$ cat src/rtl/hex_display_ctrl_pkg.sv
// Shared definitions for the seven-segment display controller.
//   state_t    : controller FSM states (IDLE, CONV, DONE)
//   SEG_BLANK  : active-low pattern with every segment off
//   SEG_DASH   : active-low pattern showing only segment g (a dash)
//   hex_to_seg : nibble -> active-low gfedcba glyph
package hex_display_pkg;

   typedef enum logic [1:0] {
      IDLE = 2'd0,
      CONV = 2'd1,
      DONE = 2'd2
   } state_t;

   localparam logic [6:0] SEG_BLANK = 7'h7F;
   localparam logic [6:0] SEG_DASH  = 7'h3F;

   // Bit order is gfedcba, a segment is lit when its bit is 0.
   function automatic logic [6:0] hex_to_seg(input logic [3:0] nib);
      logic [6:0] seg;
      case (nib)
         4'h0: seg = 7'h40;
         4'h1: seg = 7'h79;
         4'h2: seg = 7'h24;
         4'h3: seg = 7'h30;
         4'h4: seg = 7'h19;
         4'h5: seg = 7'h12;
         4'h6: seg = 7'h02;
         4'h7: seg = 7'h78;
         4'h8: seg = 7'h00;
         4'h9: seg = 7'h10;
         4'hA: seg = 7'h08;
         4'hB: seg = 7'h03;
         4'hC: seg = 7'h46;
         4'hD: seg = 7'h21;
         4'hE: seg = 7'h06;
         default: seg = 7'h0E;
      endcase
      return seg;
   endfunction

endpackage

$ cat src/rtl/hex_display_ctrl_if.sv
// Value-input channel of the display controller.
//   in_valid : producer offers a value
//   in_ready : controller can take a value
//   in_data  : binary value
//   mode_dec : 0 = show as hex, 1 = show as decimal
//   blank_lz : blank leading zeros
// Handshake: a transfer happens on every rising clock edge where in_valid and
// in_ready are both 1; in_data, mode_dec and blank_lz are captured on that edge.
// While in_ready is 0 the offered value is ignored and nothing is captured; the
// producer may hold or change its offer freely, it is only taken once in_ready=1.
interface hex_display_ctrl_if #(
   parameter int DATA_W = 20
);
   logic              in_valid;
   logic              in_ready;
   logic [DATA_W-1:0] in_data;
   logic              mode_dec;
   logic              blank_lz;

   modport master (
      output in_valid,
      output in_data,
      output mode_dec,
      output blank_lz,
      input  in_ready
   );

   modport slave (
      input  in_valid,
      input  in_data,
      input  mode_dec,
      input  blank_lz,
      output in_ready
   );
endinterface

$ cat src/rtl/hex_display_ctrl_bin2bcd_seq.sv
// Iterative double-dabble binary-to-BCD converter, one bit per clock.
//   clk, resetn : clock, synchronous active-low reset
//   start       : load bin and begin a conversion (DATA_W shift cycles follow)
//   bin         : binary value, sampled when start=1
//   done        : high during the cycle in which the final shift is taken;
//                 bcd/ovf hold the finished result from the next cycle on
//   bcd         : NUM_DIGITS packed BCD digits, digit 0 in bits [3:0]
//   ovf         : a 1 was shifted out of the top digit (value >= 10**NUM_DIGITS)
module bin2bcd_seq #(
   parameter int DATA_W     = 20,
   parameter int NUM_DIGITS = 6
) (
   input  logic                    clk,
   input  logic                    resetn,
   input  logic                    start,
   input  logic [DATA_W-1:0]       bin,
   output logic                    done,
   output logic [4*NUM_DIGITS-1:0] bcd,
   output logic                    ovf
);

   localparam int BCD_W = 4 * NUM_DIGITS;
   localparam int CNT_W = $clog2(DATA_W + 1);

   logic [DATA_W-1:0] sh_q;
   logic [BCD_W-1:0]  bcd_q;
   logic [BCD_W-1:0]  adj;
   logic              ovf_q;
   logic              running_q;
   logic [CNT_W-1:0]  cnt_q;

   // Add-3 correction applied to the current digits before each shift.
   always_comb begin
      adj = bcd_q;
      for (int d = 0; d < NUM_DIGITS; d++) begin
         if (bcd_q[4*d +: 4] >= 4'd5) begin
            adj[4*d +: 4] = bcd_q[4*d +: 4] + 4'd3;
         end
      end
   end

   always_ff @(posedge clk) begin
      if (!resetn) begin
         sh_q      <= '0;
         bcd_q     <= '0;
         ovf_q     <= 1'b0;
         running_q <= 1'b0;
         cnt_q     <= '0;
      end else if (start) begin
         sh_q      <= bin;
         bcd_q     <= '0;
         ovf_q     <= 1'b0;
         running_q <= 1'b1;
         cnt_q     <= '0;
      end else if (running_q) begin
         bcd_q <= {adj[BCD_W-2:0], sh_q[DATA_W-1]};
         sh_q  <= sh_q << 1;
         // The bit leaving the top digit is a carry into a digit we do not have.
         ovf_q <= ovf_q | adj[BCD_W-1];
         cnt_q <= cnt_q + 1'b1;
         if (cnt_q == CNT_W'(DATA_W - 1)) begin
            running_q <= 1'b0;
         end
      end
   end

   assign done = running_q && (cnt_q == CNT_W'(DATA_W - 1));
   assign bcd  = bcd_q;
   assign ovf  = ovf_q;

endmodule

$ cat src/rtl/hex_display_ctrl.sv
// Seven-segment display controller for a bank of NUM_DIGITS digits.
// Values arrive over a valid/ready channel and are shown as hex (immediately)
// or decimal (after a DATA_W-cycle double-dabble), with optional leading-zero
// blanking, a dash pattern on decimal overflow and per-digit blinking.
//   CLOCK_50 : system clock
//   resetn   : synchronous active-low reset
//   bus      : value channel (slave side: in_valid/in_data/mode_dec/blank_lz in, in_ready out)
//   blink_en : per-digit blink enable, used live
//   seg_n    : active-low gfedcba, seg_n[7*i+:7] is digit i (i=0 least significant)
//   busy     : decimal conversion in progress
//   overflow : last decimal value did not fit in NUM_DIGITS digits
//   state    : current FSM state (observation port)
module hex_display_ctrl
   import hex_display_pkg::*;
#(
   parameter int NUM_DIGITS = 6,
   parameter int DATA_W     = 20,
   parameter int CLK_HZ     = 50_000_000,
   parameter int BLINK_HZ   = 2
) (
   input  logic                    CLOCK_50,
   input  logic                    resetn,
   hex_display_ctrl_if.slave       bus,
   input  logic [NUM_DIGITS-1:0]   blink_en,
   output logic [7*NUM_DIGITS-1:0] seg_n,
   output logic                    busy,
   output logic                    overflow,
   output state_t                  state
);

   localparam int BCD_W    = 4 * NUM_DIGITS;
   localparam int CP_W     = (DATA_W < BCD_W) ? DATA_W : BCD_W;
   localparam int HALF_RAW = CLK_HZ / (2 * BLINK_HZ);
   localparam int HALF     = (HALF_RAW < 1) ? 1 : HALF_RAW;
   localparam int BC_W     = (HALF > 1) ? $clog2(HALF) : 1;

   state_t                       state_q, state_d;
   logic                         accept;
   logic                         start_dec;
   logic                         load_hex;
   logic                         load_dec;
   logic                         conv_done;
   logic [BCD_W-1:0]             conv_bcd;
   logic                         conv_ovf;
   logic                         blank_q;
   logic [BCD_W-1:0]             nib;
   logic                         lz_en;
   logic                         dash;
   logic                         higher_nz;
   logic [NUM_DIGITS-1:0][6:0]   glyph_d;
   logic [NUM_DIGITS-1:0][6:0]   digit_q;
   logic                         overflow_q;
   logic [BC_W-1:0]              blink_cnt_q;
   logic                         phase_q;

   assign bus.in_ready = (state_q == IDLE);
   assign accept       = bus.in_valid && bus.in_ready;
   assign start_dec    = accept && bus.mode_dec;
   assign load_hex     = accept && !bus.mode_dec;
   assign load_dec     = (state_q == DONE);

   bin2bcd_seq #(
      .DATA_W     (DATA_W),
      .NUM_DIGITS (NUM_DIGITS)
   ) u_bin2bcd (
      .clk    (CLOCK_50),
      .resetn (resetn),
      .start  (start_dec),
      .bin    (bus.in_data),
      .done   (conv_done),
      .bcd    (conv_bcd),
      .ovf    (conv_ovf)
   );

   // ---------------- FSM ----------------
   always_ff @(posedge CLOCK_50) begin
      if (!resetn) begin
         state_q <= IDLE;
      end else begin
         state_q <= state_d;
      end
   end

   always_comb begin
      state_d = state_q;
      case (state_q)
         IDLE:    if (start_dec) state_d = CONV;
         CONV:    if (conv_done) state_d = DONE;
         DONE:    state_d = IDLE;
         default: state_d = IDLE;
      endcase
   end

   // blank_lz must survive the whole conversion for a decimal value.
   always_ff @(posedge CLOCK_50) begin
      if (!resetn) begin
         blank_q <= 1'b0;
      end else if (start_dec) begin
         blank_q <= bus.blank_lz;
      end
   end

   // ---------------- Glyph rendering ----------------
   // Source nibbles: the BCD result when finishing a conversion, otherwise the
   // incoming word (hex), with nibbles beyond DATA_W reading as zero.
   always_comb begin
      nib = '0;
      if (load_dec) begin
         nib = conv_bcd;
      end else begin
         nib[CP_W-1:0] = bus.in_data[CP_W-1:0];
      end
   end

   assign lz_en = load_dec ? blank_q : bus.blank_lz;
   assign dash  = load_dec && conv_ovf;

   // Walk from the top digit down; a digit is a leading zero while it and
   // every digit above it are zero. Digit 0 is always drawn.
   always_comb begin
      higher_nz = 1'b0;
      glyph_d   = '0;
      for (int i = NUM_DIGITS - 1; i >= 0; i--) begin
         higher_nz = higher_nz | (nib[4*i +: 4] != 4'd0);
         if (dash) begin
            glyph_d[i] = SEG_DASH;
         end else if (lz_en && !higher_nz && (i != 0)) begin
            glyph_d[i] = SEG_BLANK;
         end else begin
            glyph_d[i] = hex_to_seg(nib[4*i +: 4]);
         end
      end
   end

   // ---------------- Digit registers / overflow ----------------
   always_ff @(posedge CLOCK_50) begin
      if (!resetn) begin
         for (int i = 0; i < NUM_DIGITS; i++) begin
            digit_q[i] <= SEG_BLANK;
         end
         overflow_q <= 1'b0;
      end else if (load_hex) begin
         digit_q    <= glyph_d;
         overflow_q <= 1'b0;
      end else if (load_dec) begin
         digit_q    <= glyph_d;
         overflow_q <= conv_ovf;
      end
   end

   // ---------------- Blink prescaler ----------------
   always_ff @(posedge CLOCK_50) begin
      if (!resetn) begin
         blink_cnt_q <= '0;
         phase_q     <= 1'b0;
      end else if (blink_cnt_q == BC_W'(HALF - 1)) begin
         blink_cnt_q <= '0;
         phase_q     <= ~phase_q;
      end else begin
         blink_cnt_q <= blink_cnt_q + 1'b1;
      end
   end

   // ---------------- Output register ----------------
   always_ff @(posedge CLOCK_50) begin
      if (!resetn) begin
         seg_n <= '1;
      end else begin
         for (int i = 0; i < NUM_DIGITS; i++) begin
            seg_n[7*i +: 7] <= (phase_q && blink_en[i]) ? SEG_BLANK : digit_q[i];
         end
      end
   end

   assign busy     = (state_q != IDLE);
   assign overflow = overflow_q;
   assign state    = state_q;

endmodule

$ cat src/flat_wrapper.sv
// flat-port wrapper written by rule: the top's interface ports become plain ports
module hex_display_ctrl_flat import hex_display_pkg::*;
#(
   parameter int NUM_DIGITS = 6,
   parameter int DATA_W     = 20,
   parameter int CLK_HZ     = 50_000_000,
   parameter int BLINK_HZ   = 2
)
  (CLOCK_50, resetn, blink_en, seg_n, busy, overflow, state, bus_in_valid, bus_in_data, bus_mode_dec, bus_blank_lz, bus_in_ready);
  hex_display_ctrl_if #(.DATA_W(DATA_W)) bus_i ();
  input  logic CLOCK_50;
  input  logic resetn;
  input  logic [NUM_DIGITS-1:0] blink_en;
  output logic [7*NUM_DIGITS-1:0] seg_n;
  output logic busy;
  output logic overflow;
  output state_t state;
  input wire logic [$bits(bus_i.in_valid)-1:0] bus_in_valid;
  input wire logic [$bits(bus_i.in_data)-1:0] bus_in_data;
  input wire logic [$bits(bus_i.mode_dec)-1:0] bus_mode_dec;
  input wire logic [$bits(bus_i.blank_lz)-1:0] bus_blank_lz;
  output wire logic [$bits(bus_i.in_ready)-1:0] bus_in_ready;
  assign bus_i.in_valid = bus_in_valid;
  assign bus_i.in_data = bus_in_data;
  assign bus_i.mode_dec = bus_mode_dec;
  assign bus_i.blank_lz = bus_blank_lz;
  assign bus_in_ready = bus_i.in_ready;
  hex_display_ctrl #(.NUM_DIGITS(NUM_DIGITS), .DATA_W(DATA_W), .CLK_HZ(CLK_HZ), .BLINK_HZ(BLINK_HZ)) u_core (.CLOCK_50(CLOCK_50), .resetn(resetn), .bus(bus_i), .blink_en(blink_en), .seg_n(seg_n), .busy(busy), .overflow(overflow), .state(state));
endmodule
$ cat config.mk
export PLATFORM = sky130hd
export DESIGN_NAME = hex_display_ctrl_flat
export DESIGN_NICKNAME = d
export VERILOG_FILES = /design/src/rtl/hex_display_ctrl_pkg.sv /design/src/rtl/hex_display_ctrl_if.sv /design/src/rtl/hex_display_ctrl_bin2bcd_seq.sv /design/src/rtl/hex_display_ctrl.sv /design/src/flat_wrapper.sv
export SDC_FILE = /design/constraint.sdc
export NUM_CORES = 1
export LEC_CHECK = 0
export CAP_MARGIN = 20
export CORE_MARGIN = 8
export CORE_UTILIZATION = 60
export CTS_BUF_LIST = sky130_fd_sc_hd__clkbuf_8
export DETAILED_ROUTE_END_ITERATION = 8
export PLACE_DENSITY = 0.83
export SLEW_MARGIN = 20
export SYNTH_ARGS = -nofsm -noshare
export SYNTH_HDL_FRONTEND = slang
export SYNTH_HIERARCHICAL = 1
export SYNTH_SLANG_ARGS = --single-unit
$ cat constraint.sdc
create_clock -name CLOCK_50 -period 3.95 [get_ports CLOCK_50]
set_input_delay 0.9875 -clock CLOCK_50 [delete_from_list [all_inputs] [get_ports CLOCK_50]]
set_output_delay 0.9875 -clock CLOCK_50 [all_outputs]
set_load 0.05 [all_outputs]
==> results.toml <==
[run_status]
status = "finished, final reports clean"

[timing]
fin_crit_ps = 3189
finalSetupViolCount = 0
rsz0062_at_grt = "false"
hold_viol_final = 0
fin_tns_setup_ps = 0
slew_violations = 0
fin_skew_ps = 10.53
fin_crit_sh_pct = 80.74
fmax_mhz = 313.6
max_slew.worst_pin.slew_ps = 911.9
slew_headroom_pct = 39.21

[final_layout]
nNetsFinal = 1133
antenna_cells = 0
drive_gt1_share_pct = 6.009
fin_area_um2 = 9702
fin_util_pct = 70.44
syn2layout_area_growth_pct = 15.47

[power]
power_mw = 3.464
vdd_drop_max_mv = 0.2829
power.density_nw_per_um2 = 357.0
power_leakage_nw = 3.562

[clock_tree]
cts_hold_buf = 0
clock_sinks = 164
clk_latency_ps = 470
post_cts_resized = 0
clk_pin_slew_worst_paths_ps = 80
cts_inserted_buffers = 17
htreeDepth = 4
cts_tree = "yes"
post-cts-setup-buffer-count = 0
cts_buffer_depth = 2
ctsRootBufferMaster = "clkbuf_8"

[worst_setup_path]
cp-start-kind = "input port"
end_kind = "register"
crit_required_ps = 4350
max_stage_delay_ps = 600
crit_slowest_cell = "or4_4"
crit_path_max_fanout = 5
cp.buffers_inverters = 3
ff2ff_setup_slack_ps = 820
cp_top_family = "simple AND/OR/NAND/NOR gates"
path_cells = "clkdlybuf4s50_1 > mux2_2 > inv_1 > ha_1 > inv_1 > or4_4 > or4_4 > and3_1 > o21ai_2"
timing_worst_setup_path_type = "input port to register"
cp.arrival_ps = 3590

[synth]
yosys-top-cells-area = "dfxtp_1, ha_1, mux2i_1"
synth_common_cells = "dfxtp_1, nand2_1, nor2_1"
synth-seq-area-share_pct = 39.08
yosys.area.top_type_share_pct = 39.08
yosysMostFrequentCell = "dfxtp_1"
synthesis.area_um2 = 8402
ys.flop_type = "dfxtp_1"
syn_avg_cell_area_um2 = 8.504
synth.net_count = 1069
synth_top_area_cell = "dfxtp_1"
synth_edf_count = 0
yosys_warnings = 6
synth_async_sr_flop_share_pct = 0
synthCells = 988
synth_cell_types = 67
ys_seq_elements = 164

[place]
place_congestion = 0.9128
io_buffers = 77
placed_area_um2 = 9309
place_hpwl_mm = 13.84

[routing]
vias = 7214
drt-total-wl_mm = 19.37
dr.pass1.iters = 5
drt_iter0_drc = 607
routed_via_density = 5.794
routedWlPerCell_um = 15.56
ant_nets = 0
drc = 0

[die]
start_util_pct = 61.00
num_io_pins = 78
die_area_um2 = 18050
row_count = 43
die_h_um = 134.3
core_um2 = 13770
die_x_um = 134.3

[global_route]
overflow = 0
grt_pass1_vias = 6655
grt_pass1_wl_mm = 32.15
antenna_found_initial = 0
grtUsageTotal_pct = 21.78
grt_max_degree = 49

[flow_run]
cap_violations = 0

[min_path]
hold_path_class = "register to register"
==> sequential cells by signal (all words and copies together), names as in the netlist <==
name / count
u_core/seg_n: 42
u_core/u_bin2bcd/running_q: 1
u_core/blink_cnt_q: 24
u_core/state: 2
u_core/overflow: 1
u_core/u_bin2bcd/ovf: 1
u_core/u_bin2bcd/bcd: 24
u_core/u_bin2bcd/cnt_q: 5
u_core/blank_q: 1
u_core/u_bin2bcd/sh_q: 20
u_core/digit_q: 42
u_core/phase_q: 1
==> report_power, final <==
| group | switching (mW) | total [mW] | leakage, nW | internal (mW) |
|---|---|---|---|---|
| Clock | 0.610 | 1.20 | 0.207 | 0.592 |
| Combinational | 0.284 | 0.480 | 2.02 | 0.196 |
| Sequential | 0.0607 | 1.78 | 1.34 | 1.72 |
| Total | 0.954 | 3.46 | 3.56 | 2.51 |
==> layout make-up <==
type / count / area, um^2
clock buffers: 19 / 261.5
clock inverters: 13 / 131.4
fillers: 1129 / 4071
inverters: 49 / 183.9
multi-input cells: 728 / 4720
flip-flops and latches: 164 / 3284
well taps: 180 / 225.2
repair buffers: 92 / 895.9
==> placed cells by master (no fill, tap or decap), types with 7 or more instances in the layout <==
master             n
xnor2_1            8
clkbuf_8          19
nor2b_1            9
buf_4             14
nand2b_1          53
mux2i_1           41
and2_1            20
nor3_1            26
a21oi_1           62
inv_1             49
dfxtp_1          163
nand4_1           18
nand3_1           33
ha_1              50
nand2_1           84
or4b_1             7
nor3b_1            8
nand3b_1          10
clkdlybuf4s50_1   77
o22a_1            16
o21ai_0           73
o22ai_1           11
xor2_1            19
nor2_1            81
a31oi_1           15
==> layer usage <==
metal	up-vias	global-route usage (%)	routed length (um)
met5	-	0	0
met4	0	7.673	277
met3	26	5.348	1341
met2	233	34.73	8966
met1	3356	28.02	8782
li1	3599	-	-
==> logic make-up after synthesis <==
group,after synthesis,share of synthesized area [%]
simple gates,376,23.29
compound gates,228,16.87
flops,164,39.08
buf+inv,96,4.810
fa+ha+maj,50,7.446
mux,47,5.689
xor+xnor,27,2.815
==> worst paths after layout <==
path,start,end,cells past startpoint
max,bus_in_data[16],u_core/digit_q[13],9
min,u_core/digit_q[14],u_core/seg_n[14],1
max reg2reg,u_core/state[0],u_core/digit_q[13],10
min reg2reg,u_core/digit_q[14],u_core/seg_n[14],1
==> stage by stage <==
stage                     hold WS (ps)  instances  setup WS (ps)
after floorplan                  410.7        988          363.8
after global placement           418.2       1213          363.8
after detailed placement         422.1       1213          312.8
after CTS                        435.8       1245          812.1
after global routing             462.8       1245          598.6
final                            434.3       1245          760.9
No activity file was read; power rests on OpenSTA's default activity.
